--- src/rtl/data_store_buffer.sv ---
// rtl/data_store_buffer.sv - posted-store FIFO with forwarding in front of a slow 16-word RAM
module data_store_buffer #(
  parameter int DEPTH         = 4,
  parameter int WRITE_LATENCY = 2,
  parameter int ADDR_WIDTH    = 4
) (
  input  logic                    clock,
  input  logic                    rst,
  input  logic                    mem_read,
  input  logic                    mem_write,
  input  logic [ADDR_WIDTH-1:0]   address,
  input  logic [31:0]             mem_write_data,
  output logic [31:0]             mem_read_data,
  output logic                    stall,
  output logic                    busy,
  output logic [$clog2(DEPTH):0]  pending_count
);

  localparam int PW = $clog2(DEPTH);
  localparam int CW = PW + 1;
  localparam int WW = (WRITE_LATENCY > 1) ? $clog2(WRITE_LATENCY) : 1;
  localparam int RW = 1 << ADDR_WIDTH;
  localparam logic [WW-1:0] WCNT_RELOAD = WW'(WRITE_LATENCY - 1);

  typedef enum logic {IDLE, WRITING} state_t;

  logic [ADDR_WIDTH-1:0] addr_q [DEPTH];
  logic [ADDR_WIDTH-1:0] addr_d [DEPTH];
  logic [31:0]           data_q [DEPTH];
  logic [31:0]           data_d [DEPTH];
  logic [31:0]           ram_q  [RW];
  logic [31:0]           ram_d  [RW];
  logic [PW-1:0]         head_q, head_d;
  logic [PW-1:0]         tail_q, tail_d;
  logic [CW-1:0]         count_q, count_d;
  logic [WW-1:0]         wcnt_q, wcnt_d;
  state_t                state_q, state_d;

  logic                  push;
  logic                  pop;
  logic                  fwd_hit;
  logic [31:0]           fwd_data;
  logic [PW-1:0]         fwd_idx;

  // Accept/refuse decision; stall looks only at the occupancy before this edge
  always_comb begin
    stall = mem_write && (count_q == CW'(DEPTH));
    push  = mem_write && !stall;
    pop   = (state_q == WRITING) && (wcnt_q == '0);
  end

  // Next-state for FIFO, RAM commit and the drain FSM
  always_comb begin
    addr_d  = addr_q;
    data_d  = data_q;
    ram_d   = ram_q;
    head_d  = head_q;
    tail_d  = tail_q;
    state_d = state_q;
    wcnt_d  = wcnt_q;
    if (push) begin
      addr_d[tail_q] = address;
      data_d[tail_q] = mem_write_data;
      tail_d         = tail_q + PW'(1);
    end
    if (pop) begin
      ram_d[addr_q[head_q]] = data_q[head_q];
      head_d                = head_q + PW'(1);
    end
    count_d = count_q + CW'(push) - CW'(pop);
    case (state_q)
      IDLE: begin
        // An entry pushed on this same edge is not counted yet
        if (count_q != '0) begin
          state_d = WRITING;
          wcnt_d  = WCNT_RELOAD;
        end
      end
      WRITING: begin
        if (wcnt_q != '0) begin
          wcnt_d = wcnt_q - WW'(1);
        end else if (count_d != '0) begin
          wcnt_d = WCNT_RELOAD;
        end else begin
          state_d = IDLE;
        end
      end
      default: state_d = IDLE;
    endcase
  end

  // Youngest matching entry wins: scan oldest to youngest, later hits override
  always_comb begin
    fwd_hit  = 1'b0;
    fwd_data = '0;
    fwd_idx  = '0;
    for (int i = 0; i < DEPTH; i++) begin
      fwd_idx = head_q + PW'(i);
      if ((CW'(i) < count_q) && (addr_q[fwd_idx] == address)) begin
        fwd_hit  = 1'b1;
        fwd_data = data_q[fwd_idx];
      end
    end
  end

  // Load data and status outputs
  always_comb begin
    if (!mem_read)    mem_read_data = '0;
    else if (fwd_hit) mem_read_data = fwd_data;
    else              mem_read_data = ram_q[address];
    busy          = (count_q != '0) || (state_q == WRITING);
    pending_count = count_q;
  end

  // State registers; reset wipes RAM and discards pending stores
  always_ff @(posedge clock or posedge rst) begin
    if (rst) begin
      addr_q  <= '{default: '0};
      data_q  <= '{default: '0};
      ram_q   <= '{default: '0};
      head_q  <= '0;
      tail_q  <= '0;
      count_q <= '0;
      wcnt_q  <= '0;
      state_q <= IDLE;
    end else begin
      addr_q  <= addr_d;
      data_q  <= data_d;
      ram_q   <= ram_d;
      head_q  <= head_d;
      tail_q  <= tail_d;
      count_q <= count_d;
      wcnt_q  <= wcnt_d;
      state_q <= state_d;
    end
  end

endmodule
--- config.mk ---
export PLATFORM = sky130hd
export DESIGN_NAME = data_store_buffer
export DESIGN_NICKNAME = d
export VERILOG_FILES = /design/src/rtl/data_store_buffer.sv
export SDC_FILE = /design/constraint.sdc
export NUM_CORES = 2
export LEC_CHECK = 0
export ABC_AREA = 0
export CAP_MARGIN = 20
export CORE_MARGIN = 8
export CORE_UTILIZATION = 45
export CTS_CLUSTER_DIAMETER = 200
export DETAILED_ROUTE_END_ITERATION = 12
export GPL_TIMING_DRIVEN = 1
export PLACE_DENSITY = 0.67
export SKIP_CTS_REPAIR_TIMING = 1
export SYNTH_ARGS = -nofsm -noshare
export SYNTH_HDL_FRONTEND = slang
export SYNTH_SLANG_ARGS = --single-unit
export TNS_END_PERCENT = 100
--- constraint.sdc ---
create_clock -name clock -period 63 [get_ports clock]
set_clock_uncertainty 0.15 [all_clocks]
set_input_delay 18.9 -clock clock [delete_from_list [all_inputs] [get_ports clock]]
set_output_delay 18.9 -clock clock [all_outputs]
set_load 0.05 [all_outputs]
After elaboration in Yosys (flattened, before gate mapping)
Index checks and enable logic that the tools add are counted.
{ "word_totals": {"reg_bits": 665, "input_bits": 40, "word_cells": 130} }
{ "op_classes": {"addsub": 7, "magnitude_cmp": 13, "eq_ne": 6, "mux": 53, "bitwise_logic": 9, "n_reduce_logical": 13} }
{ "op_table": {"columns": ["cell", "count"], "rows": [
  ["$mux W32", 18],
  ["$bwmux W512", 1],
  ["$bmux W32 S2", 4],
  ["$bmux W32 S4", 1],
  ["$bwmux W128", 1],
  ["$demux W32 S4", 1],
  ["$demux W32 S2", 1],
  ["$mux W4", 9],
  ["$bmux W4 S2", 4],
  ["$bwmux W16", 1],
  ["$eq A4 B4 Y1", 4],
  ["$ge A3 B3 Y1 const B", 5],
  ["$not A2 Y3", 5],
  ["$ge A5 B5 Y1 const B", 2],
  ["$not A4 Y5", 2],
  ["$logic_and A1 B1 Y1", 9],
  ["$mux W1", 9],
  ["$demux W4 S2", 1],
  ["$lt A1 B3 Y1 const A", 2],
  ["$lt A2 B3 Y1 const A", 2],
  ["$reduce_bool A3 Y1", 2],
  ["$lt A5 B1 Y1 const B", 1],
  ["$add A2 B1 Y2 const B", 2],
  ["$add A2 B2 Y2 const B", 2],
  ["other kinds (10)", 12]
]} }

Logic depth before layout (Yosys ltp)
{ "logic_depth": {"ltp_word": 12, "ltp_mapped": 11} }

Worst setup path before layout
No wires, ideal clock.
{ "synth_timing": {"kind": "input to output", "from": "input address[0]", "to": "output mem_read_data[22]", "t_arrival_ps": 21319, "setup_slack_ps": 22631, "cell_stages": 7, "cell_sequence": "buf_2 -> buf_2 -> buf_1 -> mux4_2 -> mux4_2 -> o221ai_1 -> a31oi_1"} }
{ "synth_between": {"elab_chain_cells": 8, "word_cells_on_any_way": 22} }
{ "synth_rtl": {"columns": ["item", "line", "text"], "rows": [
  ["from (decl)", "11", "input logic [ADDR_WIDTH-1:0] address,"],
  ["$eq A4 B4 Y1", "99", "if ((CW'(i) < count_q) && (addr_q[fwd_idx] == address)) begin"],
  ["$logic_and A1 B1 Y1", "99", null],
  ["$mux W32 or $mux W1 (tied branches) (4 in a row)", "99", null],
  ["$mux W32 (*)", "109", "else if (fwd_hit) mem_read_data = fwd_data;"],
  ["$mux W32 (*)", "108", "if (!mem_read) mem_read_data = '0;"],
  ["to (decl)", "13", "output logic [31:0] mem_read_data,"]
]} }
Mark *: on every way between the ends. The rest lies on a longest branch, timed or not. The select of a mux whose other input is x is not followed.

Worst setup path in the final report
{ "layout_timing": {"from": "input address[3]", "to": "output mem_read_data[19]"} }
The elaborated chain is that of the path after synthesis.

==> run_results.csv <==
group,metric,value,unit
sta,tns,0,ps
power_and_ir_drop,leakagePower,15.7,nW
die,io_pins,77,
sta,finalHoldViolCount,0,
cells_and_area,n_fill_cell,6112,
sta,worstMarginPinSlew,1120,ps
cells_and_area,final_core_util,0.510,
global_routing,grt_usage,0.207,
synth,syn_area,32400,um2
power_and_ir_drop,switching_share,0.417,
die,die_y,284,um
critical_path,rrSetupSlack,58270,ps
clocking,numCtsBuffers,68,
global_routing,grt_max_degree,177,
route,drtIter0Drc,2006,
placement,dp.cells,3753,
die,rows,98,
cells_and_area,antenna_cells,0,
die,die-width,284,um
critical_path,worstSetupEndpointType,"primary output",
sta,finalSetupViolCount,0,
power_and_ir_drop,seq_power_share,0.340,
sta,fmax,0.0234,GHz
global_routing,first_global_vias,23500,
cells_and_area,drive_above_1_share,0.205,
route,dr.pass1.iters,6,
route,routed_wl,84.7,mm
cells_and_area,area_growth,12.3,%
route,vias,22800,
critical_path,critPathMaxFanout,43,
clocking,clock_latency,600,ps
clocking,cts_max_level,3,
route,ant_nets,0,
critical_path,reg2reg_from,"head_q[0]",
power_and_ir_drop,combPwrFrac,0.464,
cells_and_area,fin_nets,2939,
power_and_ir_drop,internal_power,0.00126,W
die,die_area,80900,um2
power_and_ir_drop,switchingPower,0.000905,W
route,vias_per_cell,5.86,
sta,fin_crit,42720,ps
synth,syn_area_per_cell,11.1,um2
synth,ys_ff_latch,665,
critical_path,reg2reg_depth,7,
synth,syn_inst,2930,
global_routing,grt_pass1_wl,134,mm
critical_path,required,43950,ps
synth,ys_seq_area_frac,0.513,
synth,synth_cell_types,44,
sta,rsz0062_at_grt,"false",
placement,portBuffers,76,
global_routing,grt_antenna_before_repair,0,
cells_and_area,layout_common_cells,"663 x dfrtp_1, 544 x nand2_1, 472 x o21ai_0",
synth,synthArstFlopShare,1.00,
flow_run,drv_cap,0,
critical_path,cp-start-kind,"input port",
route,wl_per_cell,21.8,um
power_and_ir_drop,p_clk_frac,0.196,
cells_and_area,layout_commonest_cell,"dfrtp_1",
clocking,cts.path.max_buffers,3,
placement,place_congestion,0.853,
synth,syn_nets,2979,
min_path,hold_end,"ram_q[131]",
clocking,clock_sinks,665,
cells_and_area,finalInstanceArea,36400,um2
power_and_ir_drop,power.density,59.5,nW/um2
die,core_area,71400,um2
critical_path,crit_type,"input port to primary output",
critical_path,crit_arrival,23670,ps
power_and_ir_drop,ir_worst_vdd,49.1,uV
synth,ys.flop_type,"dfrtp_1",
sta,max-slew-margin-rel,0.251,
min_path,hold_depth,2,
status,outcome,"finished clean",
critical_path,rr_endpoint,"ram_q[193]",
clocking,clock-root-buffer,"clkbuf_16",
route,route.detailed.drc,0,
clocking,clk_pin_slew,50,ps
synth,yosys_warnings,0,
die,initial_core_util,0.454,
sta,finalCritPeriodShare,0.678,
cells_and_area,fin_cells,3891,
placement,dp_hpwl,50.1,mm
placement,placed_area,33900,um2
min_path,min_path_type,"register to register",
global_routing,grt_overflow_total,0,
min_path,hp-start,"ram_q[131]",
sta,slew_viol_final,0,
clocking,cts_tree,"yes",
synth,synth_edf_count,0,
==> metrics by stage <==
step | setup WS [ps] | total power [W] | hold slack, ps
final | 20280 | 0.00217 | 323
after global routing | 20100 | 0.00230 | 349
after CTS | 20290 | 0.00215 | 329
after detailed placement | 20300 | 0.00172 | 315
after global placement | 20400 | 0.00166 | 306
after floorplan | 22630 | 0.00142 | 295
==> flip-flops by register name (all words and copies together), names as in the netlist <==
signal	count
addr_q	16
data_q	128
head_q	2
pending_count	3
ram_q	512
state_q	1
tail_q	2
wcnt_q	1
==> power by group through the flow <==
stage | registers (W) | clock network [W] | logic [W]
6_report | 0.000737 | 0.000425 | 0.00101
5_1_grt | 0.000760 | 0.000449 | 0.00109
4_1_cts | 0.000735 | 0.000432 | 0.000983
3_5_place_dp | 0.000741 | 0 | 0.000977
3_3_place_gp | 0.000722 | 0 | 0.000940
2_1_floorplan | 0.000702 | 0 | 0.000722
==> how the worst max path moves through the flow <==
| stage | from | endpoint | slack [ps] | cells after the start |
|---|---|---|---|---|
| 2_1_floorplan | address[0] | mem_read_data[22] | 22630 | 7 |
| 3_3_place_gp | address[3] | mem_read_data[19] | 20400 | 11 |
| 3_5_place_dp | address[3] | mem_read_data[19] | 20300 | 11 |
| 4_1_cts | address[3] | mem_read_data[19] | 20290 | 11 |
| 5_1_grt | address[3] | mem_read_data[25] | 20100 | 11 |
| 6_report | address[3] | mem_read_data[19] | 20280 | 11 |
==> worst max-delay path, cell delays in order <==
cell	delay, ps
buf_2	80
buf_4	670
or4b_1	520
a31oi_2	140
buf_4	280
nand2_1	630
nand4_2	640
buf_4	390
o221ai_1	190
a31oi_1	300
clkdlybuf4s50_1	880
==> layer usage <==
metal | global-route usage | part of all wire
met3 | 0.0436 | 0.070
met2 | 0.340 | 0.48
met5 | 0 | 0
met4 | 0.0685 | 0.024
met1 | 0.274 | 0.42
==> synthesized netlist by cell type (13+ instances only) <==
master       n  area (um2)
buf_2       29         145
mux2i_1    135        1350
o21ai_1     43         215
mux4_2     174        3920
dfrtp_1    665       16600
o221ai_1    21         184
nand2_1    553        2080
nor2_1      71         267
inv_1       75         282
or3_1       13        81.3
a21oi_1    106         531
a31oi_1     22         138
mux2_2     207        2330
o21ai_0    472        2360
o211ai_1    21         158
o2bb2ai_1   20         175
clkbuf_1   198         743
buf_1       24        90.1
==> kinds of logic after synthesis <==
| family | Yosys count | share of synthesized area |
|---|---|---|
| fa+ha+maj | 9 | 0.00371 |
| compound gates | 720 | 0.121 |
| simple gates | 667 | 0.0809 |
| flops | 665 | 0.513 |
| buf+inv | 334 | 0.0410 |
| mux | 516 | 0.234 |
| xor+xnor | 19 | 0.00513 |
==> area by class of cell <==
| cell class | instances | area (um2) | area share |
|---|---|---|---|
| clock buffers | 88 | 1920 | 0.0527 |
| clock inverters | 33 | 435 | 0.0120 |
| inverters | 77 | 297 | 0.00814 |
| multi-input cells | 1931 | 14500 | 0.399 |
| flip-flops and latches | 665 | 16600 | 0.457 |
| well taps | 950 | 1190 | 0.0326 |
| repair buffers | 147 | 1380 | 0.0380 |
Power figures use the tool's default switching activity.
